--- config.mk ---
export PLATFORM = sky130hd
export DESIGN_NAME = eth_tx_sched
export DESIGN_NICKNAME = d
export VERILOG_FILES = /design/src/rtl/eth_pkg.sv /design/src/rtl/eth_rr_arb.sv /design/src/rtl/eth_tx_sched.sv
export SDC_FILE = /design/constraint.sdc
export NUM_CORES = 1
export LEC_CHECK = 0
export CAP_MARGIN = 10
export CORE_AREA = 2 2 82 84
export CTS_CLUSTER_DIAMETER = 60
export DETAILED_ROUTE_END_ITERATION = 8
export DIE_AREA = 0 0 84 86
export PLACE_DENSITY = 0.82
export SYNTH_ARGS = -nofsm -noshare
export SYNTH_HDL_FRONTEND = slang
export SYNTH_SLANG_ARGS = --single-unit
export TNS_END_PERCENT = 100
--- constraint.sdc ---
create_clock -name Clk -period 7.55 [get_ports Clk]
set_input_delay 1.51 -clock Clk [delete_from_list [all_inputs] [get_ports Clk]]
set_output_delay 1.51 -clock Clk [all_outputs]
set_load 0.005 [all_outputs]
--- src/rtl/eth_pkg.sv ---
// Shared definitions for the Ethernet transmit scheduler.
// Holds the FSM state encoding, counter/datapath widths, the default
// values of the scheduler parameters and a grant-select helper.
package eth_pkg;

    localparam int unsigned LEN_W  = 11;
    localparam int unsigned CNT_W  = 11;
    localparam int unsigned BYTE_W = 8;

    localparam int unsigned MIN_LEN_DEF   = 46;
    localparam int unsigned MAX_LEN_DEF   = 1500;
    localparam int unsigned IPG_CYC_DEF   = 48;
    localparam int unsigned START_TMO_DEF = 1024;

    typedef enum logic [2:0] {
        IDLE,
        STREAM,
        PAD,
        COMMIT,
        WAIT_START,
        WAIT_END,
        IPG
    } state_t;

    // One-hot requester vector for a granted requester index.
    function automatic logic [1:0] sel_onehot(input logic sel);
        return sel ? 2'b10 : 2'b01;
    endfunction

endpackage

--- src/rtl/eth_rr_arb.sv ---
// Two-input round-robin arbiter.
// Ports:
//   Clk, Rstn - Eth_Clk domain clock, async active-low reset
//   Req[1:0]  - request vector
//   Adv       - accept the current grant and move priority past it
//   Gnt[1:0]  - one-hot grant, decoded directly from Req and the pointer
module eth_rr_arb (
    input  logic       Clk,
    input  logic       Rstn,
    input  logic [1:0] Req,
    input  logic       Adv,
    output logic [1:0] Gnt
);

    // Index of the requester granted last; reset value 1 favours requester 0.
    logic last_q;

    // On contention the requester not granted last wins.
    always_comb begin
        Gnt = Req;
        if (Req == 2'b11) begin
            Gnt = last_q ? 2'b01 : 2'b10;
        end
    end

    always_ff @(posedge Clk or negedge Rstn) begin
        if (!Rstn) begin
            last_q <= 1'b1;
        end else if (Adv && (Gnt != 2'b00)) begin
            last_q <= Gnt[1];
        end
    end

endmodule

--- src/rtl/eth_tx_sched.sv ---
// Ethernet transmit scheduler: arbitrates two packet requesters, streams
// the granted packet bytewise to eth_tx (zero-padding short frames),
// commits the frame, tracks line activity and enforces the inter-packet gap.
// Ports:
//   Clk, Rstn             - Eth_Clk domain clock, async active-low reset
//   Req0/1, Len0/1        - packet requests and lengths (length sampled at grant)
//   Rd0/1, Byte0/1        - FWFT read strobes and data from each requester
//   Tx_En                 - line-active indication from eth_tx
//   Eth_Byte(_Valid)      - byte stream to eth_tx
//   Eth_Pkt_Rdy           - one-cycle frame commit pulse
//   Done, Err             - per-requester completion / error pulses
//   Busy                  - high whenever the scheduler is not idle
module eth_tx_sched
    import eth_pkg::*;
#(
    parameter int unsigned MIN_LEN   = MIN_LEN_DEF,
    parameter int unsigned MAX_LEN   = MAX_LEN_DEF,
    parameter int unsigned IPG_CYC   = IPG_CYC_DEF,
    parameter int unsigned START_TMO = START_TMO_DEF
) (
    input  logic              Clk,
    input  logic              Rstn,
    input  logic              Req0,
    input  logic              Req1,
    input  logic [LEN_W-1:0]  Len0,
    input  logic [LEN_W-1:0]  Len1,
    output logic              Rd0,
    output logic              Rd1,
    input  logic [BYTE_W-1:0] Byte0,
    input  logic [BYTE_W-1:0] Byte1,
    input  logic              Tx_En,
    output logic [BYTE_W-1:0] Eth_Byte,
    output logic              Eth_Byte_Valid,
    output logic              Eth_Pkt_Rdy,
    output logic [1:0]        Done,
    output logic [1:0]        Err,
    output logic              Busy
);

    state_t             state_q, state_d;
    logic [CNT_W-1:0]   cnt_q, cnt_d, cnt_inc;
    logic [LEN_W-1:0]   len_q, len_d, len_in;
    logic               gsel_q, gsel_d;
    logic [1:0]         rd_q, rd_d;
    logic [BYTE_W-1:0]  eth_byte_q, eth_byte_d, byte_sel;
    logic               eth_valid_q, eth_valid_d;
    logic               pkt_rdy_q, pkt_rdy_d;
    logic [1:0]         done_q, done_d;
    logic [1:0]         err_q, err_d;
    logic               busy_q, busy_d;
    logic [1:0]         gnt;
    logic               arb_go;
    logic               len_bad;

    // Grants are held off while an error pulse is out so the failing
    // requester has a cycle to withdraw its request.
    assign arb_go  = (state_q == IDLE) && (gnt != 2'b00) && (err_q == 2'b00);
    assign len_in  = gnt[1] ? Len1 : Len0;
    assign len_bad = (len_in == '0) || (len_in > LEN_W'(MAX_LEN));
    assign byte_sel = gsel_q ? Byte1 : Byte0;
    assign cnt_inc  = cnt_q + CNT_W'(1);

    eth_rr_arb u_arb (
        .Clk  (Clk),
        .Rstn (Rstn),
        .Req  ({Req1, Req0}),
        .Adv  (arb_go),
        .Gnt  (gnt)
    );

    // Next-state and next-output decode.
    always_comb begin
        state_d     = state_q;
        cnt_d       = cnt_q;
        len_d       = len_q;
        gsel_d      = gsel_q;
        rd_d        = 2'b00;
        eth_byte_d  = '0;
        eth_valid_d = 1'b0;
        pkt_rdy_d   = 1'b0;
        done_d      = 2'b00;
        err_d       = 2'b00;

        case (state_q)
            IDLE: begin
                if (arb_go) begin
                    gsel_d = gnt[1];
                    len_d  = len_in;
                    cnt_d  = '0;
                    if (len_bad) begin
                        err_d = gnt;
                    end else begin
                        state_d = STREAM;
                        rd_d    = gnt;
                    end
                end
            end
            STREAM: begin
                eth_byte_d  = byte_sel;
                eth_valid_d = 1'b1;
                cnt_d       = cnt_inc;
                if (cnt_inc == len_q) begin
                    state_d = (len_q < LEN_W'(MIN_LEN)) ? PAD : COMMIT;
                end else begin
                    rd_d = sel_onehot(gsel_q);
                end
            end
            PAD: begin
                // Byte count continues from Len up to MIN_LEN.
                eth_valid_d = 1'b1;
                cnt_d       = cnt_inc;
                if (cnt_inc == CNT_W'(MIN_LEN)) begin
                    state_d = COMMIT;
                end
            end
            COMMIT: begin
                pkt_rdy_d = 1'b1;
                cnt_d     = '0;
                state_d   = WAIT_START;
            end
            WAIT_START: begin
                if (Tx_En) begin
                    state_d = WAIT_END;
                end else begin
                    cnt_d = cnt_inc;
                    if (cnt_inc == CNT_W'(START_TMO)) begin
                        err_d   = sel_onehot(gsel_q);
                        cnt_d   = '0;
                        state_d = IPG;
                    end
                end
            end
            WAIT_END: begin
                if (!Tx_En) begin
                    done_d  = sel_onehot(gsel_q);
                    cnt_d   = '0;
                    state_d = IPG;
                end
            end
            IPG: begin
                cnt_d = cnt_inc;
                if (cnt_inc == CNT_W'(IPG_CYC)) begin
                    cnt_d   = '0;
                    state_d = IDLE;
                end
            end
            default: begin
                state_d = IDLE;
            end
        endcase

        busy_d = (state_d != IDLE);
    end

    // State, counters and registered outputs.
    always_ff @(posedge Clk or negedge Rstn) begin
        if (!Rstn) begin
            state_q     <= IDLE;
            cnt_q       <= '0;
            len_q       <= '0;
            gsel_q      <= 1'b0;
            rd_q        <= 2'b00;
            eth_byte_q  <= '0;
            eth_valid_q <= 1'b0;
            pkt_rdy_q   <= 1'b0;
            done_q      <= 2'b00;
            err_q       <= 2'b00;
            busy_q      <= 1'b0;
        end else begin
            state_q     <= state_d;
            cnt_q       <= cnt_d;
            len_q       <= len_d;
            gsel_q      <= gsel_d;
            rd_q        <= rd_d;
            eth_byte_q  <= eth_byte_d;
            eth_valid_q <= eth_valid_d;
            pkt_rdy_q   <= pkt_rdy_d;
            done_q      <= done_d;
            err_q       <= err_d;
            busy_q      <= busy_d;
        end
    end

    assign Rd0            = rd_q[0];
    assign Rd1            = rd_q[1];
    assign Eth_Byte       = eth_byte_q;
    assign Eth_Byte_Valid = eth_valid_q;
    assign Eth_Pkt_Rdy    = pkt_rdy_q;
    assign Done           = done_q;
    assign Err            = err_q;
    assign Busy           = busy_q;

endmodule

==> results of run 1 <==
-- cells in the mapped netlist, types with 3 or more instances --
library cell	n
buf_6	4
a21o_1	4
clkbuf_1	7
xor2_1	5
buf_2	3
o21ai_0	29
mux2i_1	19
nand3b_1	3
nand2b_1	6
buf_4	5
nor4_1	6
nor3_1	9
o31ai_1	6
and3_1	5
nand4_1	7
a21oi_1	12
dfrtp_1	43
a31o_2	3
nor2_1	26
nand2_1	28
xnor2_1	8
nor3b_1	4
nor2b_1	5
inv_1	8
or3_1	4
nand3_1	8
-- metal layers --
| metal | global-route usage, % | vias up |
|---|---|---|
| met5 | 0 | - |
| met2 | 31.7 | 115 |
| met3 | 4.04 | 17 |
| met4 | 7.48 | 0 |
| li1 | - | 1214 |
| met1 | 24.4 | 1187 |
-- flip-flops by register name (all words and copies together), names as in the netlist --
register and cells:
gsel_q 1, Busy 1, cnt_q 11, Eth_Byte 8, state_q 3, Done 2, Eth_Byte_Valid 1, rd_q 2
u_arb.last_q 1, Err 2, Eth_Pkt_Rdy 1, len_q 11
-- tightest hold or removal path, cell delays in order (launching register included) --
cell     delay, ps
dfrtp_1        380
nand2_1         60
o21ai_0         60
-- path summary, 6_finish.rpt --
check	depth (start not counted)	endpoint	slack [ps]
setup / recovery	8	Busy$_DFF_PN0_	4050
min in group asynchronous	1	cnt_q[6]$_DFFE_PN0P_	1340
setup reg to reg	8	cnt_q[4]$_DFFE_PN0P_	4570
max in group asynchronous	1	rd_q[1]$_DFF_PN0_	5610
hold reg to reg	2	len_q[5]$_DFFE_PN0P_	530
hold / removal	2	len_q[5]$_DFFE_PN0P_	530
-- cell families after synthesis --
family / count (synthesis) / synth area share, %
simple gates: 125 / 24.2
fa+ha+maj: 3 / 1.25
xor+xnor: 13 / 4.06
mux: 20 / 7.18
flops: 44 / 39.3
buf+inv: 28 / 5.62
compound gates: 76 / 18.4
-- cell type report --
| class | count | share of cell area, % |
|---|---|---|
| Clock buffer | 5 | 1.98 |
| Clock inverter | 3 | 1.33 |
| Inverter | 8 | 0.862 |
| Multi-Input combinational cell | 237 | 44.4 |
| Sequential cell | 44 | 31.7 |
| Tap cell | 77 | 2.77 |
| Timing Repair Buffer | 60 | 17.0 |
-- power by group --
part	switching, W	leakage (nW)	internal [W]
Combinational	0.000202	0.784	0.000207
Clock	0.0000883	0.0548	0.0000997
Sequential	0.000101	0.576	0.000310
-- stage by stage --
stage | util (%) | setup WS (ps) | std cells | cell area (sq um)
after floorplan | - | 4620 | 309 | 2810
after global placement | 53.6 | 3870 | 426 | 3370
after detailed placement | 53.6 | 3750 | 426 | 3370
after CTS | 55.5 | 4070 | 434 | 3480
after global routing | 55.5 | 3830 | 434 | 3480
final | 55.5 | 4050 | 434 | 3480
==> out/qor.yml, run 1 <==
total_power_w: 0.00101
yosys_most_used_dff: "dfrtp_1"
area_growth_pct: 24.1
post_cts_buffers: 0
gr-total-overflow: 0
mostFrequentLayoutCells: "clkdlybuf4s50_1 (58), dfrtp_1 (43), o21ai_0 (29)"
critPathMaxStageDelay_ps: 540
cts_resized: 0
holdWs_ps: 531
crit_path_start: "Req0"
multi_input_area_sq_um: 1550
fmax_mhz: 286
vias_per_cell: 5.84
die_w_um: 84
grt_max_degree: 45
start_kind: "input port"
worstSetupEndpointType: "flop"
synthDistinctLibCells: 62
synthesis.nets: 354
place_congestion: 0.901
critPathArrivalTime_ps: 3680
drc: 0
crit_type: "in -> reg"
ir_drop_mv: 0.196
register_area_sq_um: 1100
drive_above_1_share_pct: 6.72
synth_seq_cells: 44
core_sq_um: 6280
dr.pass1.iters: 5
drtIter0Drc: 162
seq_area_frac_synth_pct: 39.3
r2r_start: "cnt_q[0]$_DFFE_PN0P_"
htreeDepth: 2
ys_top_cells_by_area: "dfrtp_1 (38%), mux2i_1 (6.8%), o21ai_0 (5.2%)"
p_leak_nw: 1.41
clk_pin_slew_ps: 90
cellPowerDensity_nw_per_um2: 290
clock-sinks: 44
dr_wl_met3_um: 441
dr_wl_met2_um: 3240
syn_avg_cell_area_sq_um: 9.08
max_slew_margin_pct: 36.2
synth_top_cell_area_share_pct: 38.4
io-pin-count: 60
final_common_cell: "clkdlybuf4s50_1"
clk_path_buf_depth: 2
crit_family: "simple AND/OR/NAND/NOR gates"
synth_top_area_cell: "dfrtp_1"
wirelength_um: 6650
cp.required_ps: 7730
cts_tree: "yes"
dieHeight_um: 86
worstHoldStart: "len_q[5]$_DFFE_PN0P_"
holdCritPathClass: "reg -> reg"
grt.total_usage_pct: 19.0
crit_chain: "clkdlybuf4s50_1 > nor2_1 > nor3_1 > nand3b_1 > nor2b_1 > nand2b_1 > nand4_1 > or4_1"
port_buffers: 59
clk_latency_ps: 310
antenna_found_initial: 0
finalHoldViolCount: 0
setup-violations-final: 0
row_count: 29
cts_hold_buf: 0
worst_pin_slew_ps: 956
fin_crit_sh_pct: 46.4
crit_fanout: 27
wl_met1_um: 2790
crit_buf_inv: 1
routed.top_layer: "met4"
antenna_left: 0
synth_edf_count: 0
synth-warning-count: 0
outcome: "completed"
async_flop_share_pct: 100
grt_pass1_vias: 2416
cts_root_buf: "clkbuf_8"
vias: 2533
filler_cell_count: 576
nets: 401
antennaDiodeCount: 0
drv_slew: 0
cts_inserted_buffers: 5
synthCells: 309
place_hpwl_um: 5000
wl_per_cell_um: 15.3
dieArea_sq_um: 7220
grt_first_pass_wirelength_um: 11200
crit_path_top_delay_cell: "nand3b_1"
finalClockSkew_ps: 13.9
grt_setup_unrepaired: "no"
min_period_ps: 3500
finalSetupTns_ps: 0
max-cap-violations: 0
syn-cell-area_sq_um: 2810
start_util_pct: 44.7
No activity file was read; power rests on OpenSTA's default activity.
==> run 2: changes to the inputs <==
Settings changed: PLACE_DENSITY 0.82 to 0.85.
Clock period 7.55 ns to 3.19 ns, I/O delays scaled along.
==> run 2 against run 1 <==
Effect of this change: final cell count up 0.23%; core utilization up 0.12 points; combinational power up 140%; setup slack worse by 3600 ps; critical path depth unchanged; hold slack worse by 78 ps; non-clock buffer count up 1; flip-flop and latch count unchanged; critical path type is now reg -> reg; critical endpoint is now cnt_q[4]$_DFFE_PN0P_; highest routed layer unchanged.
==> out/qor.yml, run 2 (synthesis gave the netlist of run 1 again) <==
dieHeight_um: 86
htreeDepth: 2
grt_setup_unrepaired: "no"
port_buffers: 59
cellPowerDensity_nw_per_um2: 689
wl_per_cell_um: 15.4
drive_above_1_share_pct: 6.98
drc: 0
die_w_um: 84
drtIter0Drc: 261
crit_type: "reg -> reg"
cts_tree: "yes"
fmax_mhz: 361
cts_resized: 0
finalSetupTns_ps: 0
gr-total-overflow: 0
grt_first_pass_wirelength_um: 11100
worst_pin_slew_ps: 959
io-pin-count: 60
worstSetupEndpointType: "flop"
mostFrequentLayoutCells: "clkdlybuf4s50_1 (58), dfrtp_1 (43), o21ai_0 (29)"
register_area_sq_um: 1100
p_leak_nw: 1.42
final_cell_area_sq_um: 3490
antenna_left: 0
nets: 402
core_sq_um: 6280
max_slew_margin_pct: 36.1
dieArea_sq_um: 7220
min_period_ps: 2770
ir_drop_mv: 0.444
setup-violations-final: 0
vias: 2473
grt_pass1_vias: 2328
cts_inserted_buffers: 5
row_count: 29
clk_path_buf_depth: 2
cp.required_ps: 3400
final_core_util_pct: 55.6
max-cap-violations: 0
drv_slew: 0
critPathArrivalTime_ps: 2980
post_cts_buffers: 0
final_common_cell: "clkdlybuf4s50_1"
antennaDiodeCount: 0
place_congestion: 0.876
outcome: "completed"
start_util_pct: 44.7
filler_cell_count: 550
multi_input_area_sq_um: 1550
area_growth_pct: 24.4
start_kind: "flop"
place_hpwl_um: 4910
dr.pass1.iters: 5
finalHoldViolCount: 0
grt.total_usage_pct: 19.0
finalClockSkew_ps: 10.1
clk_latency_ps: 310
wirelength_um: 6710
clock-sinks: 44
clk_pin_slew_ps: 90
grt_max_degree: 45
crit_fanout: 10
antenna_found_initial: 0
cts_hold_buf: 0
cts_root_buf: "clkbuf_8"
vias_per_cell: 5.69
fin_crit_sh_pct: 86.9
holdCritPathClass: "in -> async"
dpl_cell_area_sq_um: 3370
-- run 2: cell types whose count changed in the layout (fill, tap and decap cells not counted), sizes merged --
cell,delta
buf,+1
-- run 2: power breakdown --
part / switching (W) / internal [W] / leakage (nW)
Combinational: 0.000485 / 0.000497 / 0.789
Clock: 0.000215 / 0.000236 / 0.0548
Sequential: 0.000237 / 0.000734 / 0.576
-- run 2: path summary, 6_finish.rpt --
check	from	to	slack [ps]	cells after the start
setup / recovery	cnt_q[0]$_DFFE_PN0P_	cnt_q[4]$_DFFE_PN0P_	420	8
hold / removal	Rstn	cnt_q[3]$_DFFE_PN0P_	450	1
setup reg to reg	cnt_q[0]$_DFFE_PN0P_	cnt_q[4]$_DFFE_PN0P_	420	8
hold reg to reg	len_q[0]$_DFFE_PN0P_	len_q[0]$_DFFE_PN0P_	520	2
max in group asynchronous	Rstn	rd_q[0]$_DFF_PN0_	2130	1
min in group Clk	len_q[0]$_DFFE_PN0P_	len_q[0]$_DFFE_PN0P_	520	2
-- run 2: metal layers --
layer	GRT usage, %	share of wire (%)	up-vias
li1	-	-	1223
met1	24.9	44	1154
met2	31.7	49	82
met3	3.66	5.5	14
met4	6.30	2.0	0
met5	0	0	-
-- run 2: final cells by class --
| class | count | share of cell area, % |
|---|---|---|
| Clock buffer | 5 | 1.97 |
| Clock inverter | 3 | 1.33 |
| Inverter | 8 | 0.861 |
| Multi-Input combinational cell | 237 | 44.3 |
| Sequential cell | 44 | 31.6 |
| Tap cell | 77 | 2.76 |
| Timing Repair Buffer | 61 | 17.2 |
-- run 2: stage by stage --
| stage | std cells | total power (W) | setup slack (ps) | hold WS, ps |
|---|---|---|---|---|
| after floorplan | 309 | 0.00162 | 772 | 342 |
| after global placement | 427 | 0.00193 | 465 | 500 |
| after detailed placement | 427 | 0.00196 | 381 | 514 |
| after CTS | 435 | 0.00241 | 430 | 525 |
| after global routing | 435 | 0.00258 | 217 | 546 |
| final | 435 | 0.00240 | 417 | 453 |
-- run 2: worst max-delay path, stage by stage (launching register included) --
cell and delay (ps):
dfrtp_1 490, ha_1 390, nand3_4 190, nor3_1 350
xnor2_1 200, a2111oi_4 500, o311a_4 250, nor3_2 40
a211o_1 270
==> run 3: changes to the inputs <==
Settings changed: CORE_AREA 2 2 82 84 to 2 2 81 83, DIE_AREA 0 0 84 86 to 0 0 83 85, PLACE_DENSITY 0.85 to 0.84, SYNTH_HIERARCHICAL from default to 1.
==> run 3 against run 2 <==
Effect of this change: design area fell by 0.61%; global-route usage rose by 0.20 points; via count rose by 0.24%; first-iteration DRC count rose by 25%; register-to-register slack got worse by 97 ps; synthesized area fell by 4.2%; die area fell by 2.3%; clock-buffer cell count did not move; combinational power fell by 13%; largest cell class unchanged.
==> out/qor.yml, run 3 <==
path_common_cell: "a21oi_1"
antenna_left: 0
dpl_cell_area_sq_um: 3350
place_congestion: 0.914
placed_cells: 422
clk_path_buf_depth: 2
finalHoldViolCount: 0
max_slew_margin_pct: 35.2
critPathMaxStageDelay_ps: 490
dieHeight_um: 85
syn_avg_cell_area_sq_um: 9.05
mostFrequentLayoutCells: "clkdlybuf4s50_1 (58), dfrtp_1 (43), o21ai_0 (29)"
setup-violations-final: 0
post_cts_buffers: 0
total_power_w: 0.00219
syn-cell-area_sq_um: 2690
core_sq_um: 6200
worstSetupEndpointType: "flop"
antennaDiodeCount: 0
area_growth_pct: 29.1
port_buffers: 59
cts_hold_buf: 0
synthDistinctLibCells: 58
drv_slew: 0
vias: 2479
gr-total-overflow: 0
clock-sinks: 44
register_area_sq_um: 1100
finalClockSkew_ps: 9.29
crit_fanout: 8
grt_setup_unrepaired: "no"
cts_tree: "yes"
seq_area_frac_synth_pct: 41.0
dieArea_sq_um: 7060
outcome: "completed"
crit_chain: "clkdlybuf4s50_1 > a21boi_2 > nor3_1 > a21oi_1 > a21oi_1 > a2111oi_0 > a21o_1 > o211a_1 > or4b_1"
yosysMostFrequentCell: "dfrtp_1"
synth_top_area_cell: "dfrtp_1"
place_hpwl_um: 5040
filler_cell_count: 526
cts_root_buf: "clkbuf_8"
antenna_found_initial: 0
critPathArrivalTime_ps: 3060
min_period_ps: 2880
synthesis.nets: 342
yosys_most_used_dff: "dfrtp_1"
grt_max_degree: 45
synthTopCellsByCount: "dfrtp_1 (43), o21ai_0 (29), nor2_1 (26)"
finalSetupTns_ps: 0
ir_drop_mv: 0.371
grt_pass1_vias: 2421
die_w_um: 83
synth-warning-count: 6
nets: 397
row_count: 29
crit_family: "compound AO/OA/AOI/OAI gates"
drtIter0Drc: 326
start_util_pct: 43.3
synth_edf_count: 0
final_cell_area_sq_um: 3470
drc: 0
vias_per_cell: 5.77
crit_path_top_delay_cell: "clkdlybuf4s50_1"
crit_buf_inv: 1
fin_crit_sh_pct: 90.4
ys_top_cells_by_area: "dfrtp_1 (40%), mux2i_1 (7.8%), o21ai_0 (5.4%)"
p_leak_nw: 1.52
synthCells: 297
final_common_cell: "clkdlybuf4s50_1"
grt.total_usage_pct: 19.2
cts_inserted_buffers: 5
worst_pin_slew_ps: 972
crit_type: "in -> reg"
start_kind: "input port"
holdCritPathClass: "in -> async"
cellPowerDensity_nw_per_um2: 630
cp.required_ps: 3360
drive_above_1_share_pct: 7.93
clk_pin_slew_ps: 90
fmax_mhz: 347
grt_first_pass_wirelength_um: 11100
wl_per_cell_um: 15.5
io-pin-count: 60
max-cap-violations: 0
htreeDepth: 2
wirelength_um: 6660
stdcell_count: 430
synth_seq_cells: 44
multi_input_area_sq_um: 1470
clk_latency_ps: 300
holdWs_ps: 474
synth_top_cell_area_share_pct: 40.0
async_flop_share_pct: 100
cts_resized: 0
dr.pass1.iters: 7
run 3: changes by cell type after synthesis, sizes merged, moves of 3 or more:
cell    before  now
nor2b        5    2
a31oi        1    4
a21o         4    7
a31o         3    0
nand2       28   25
o31ai        6    3
clkbuf       7   10
xnor2        8   12
a21oi       12    9
run 3: cell families (layout without fill, tap and decap cells):
group | after synthesis | count (layout) | synth area share, %
AOI/OAI and AO/OA | 76 | 76 | 18.0
and+or+nand+nor | 108 | 108 | 21.3
muxes | 21 | 21 | 7.82
buffers and inverters | 27 | 83 | 4.42
DFF | 44 | 44 | 41.0
xor gates and xnor gates | 19 | 19 | 6.47
adders and majority gates | 2 | 2 | 0.931
run 3: final timing paths:
kind                                      start                    to  slack (ps)  depth (start not counted)
setup / recovery                           Req1        Busy$_DFF_PN0_         310                          9
hold / removal                             Rstn  cnt_q[0]$_DFFE_PN0P_         470                          1
setup reg to reg           cnt_q[1]$_DFFE_PN0P_  cnt_q[6]$_DFFE_PN0P_         320                          9
hold reg to reg            len_q[0]$_DFFE_PN0P_  len_q[0]$_DFFE_PN0P_         520                          2
max in group asynchronous                  Rstn  len_q[8]$_DFFE_PN0P_        2100                          1
min in group Clk           len_q[0]$_DFFE_PN0P_  len_q[0]$_DFFE_PN0P_         520                          2
run 3: stage by stage:
stage | setup WS, ps | utilization (%)
after floorplan | 651 | -
after global placement | 167 | 54.0
after detailed placement | 44.6 | 54.0
after CTS | 353 | 55.9
after global routing | 119 | 55.9
final | 307 | 55.9
run 3: power by group:
| part | total (W) | switching (W) | leakage [nW] | internal, W |
|---|---|---|---|---|
| Clock | 0.000438 | 0.000202 | 0.0583 | 0.000236 |
| Sequential | 0.000891 | 0.000193 | 0.579 | 0.000698 |
| Combinational | 0.000856 | 0.000426 | 0.880 | 0.000430 |
run 3: final cells by class:
cell class / instances / area share, %
Clock buffer: 5 / 1.98
Inverter: 6 / 0.649
Timing Repair Buffer: 69 / 19.0
Multi-Input combinational cell: 226 / 42.4
Sequential cell: 44 / 31.8
Clock inverter: 3 / 1.37
Tap cell: 77 / 2.78
run 3: metal layers:
metal	vias to the layer above	GRT usage, %	routed length (um)
li1	1184	-	-
met2	98	32.4	3310
met5	-	0	0
met1	1187	25.2	2940
met3	10	4.38	324
met4	0	4.47	82
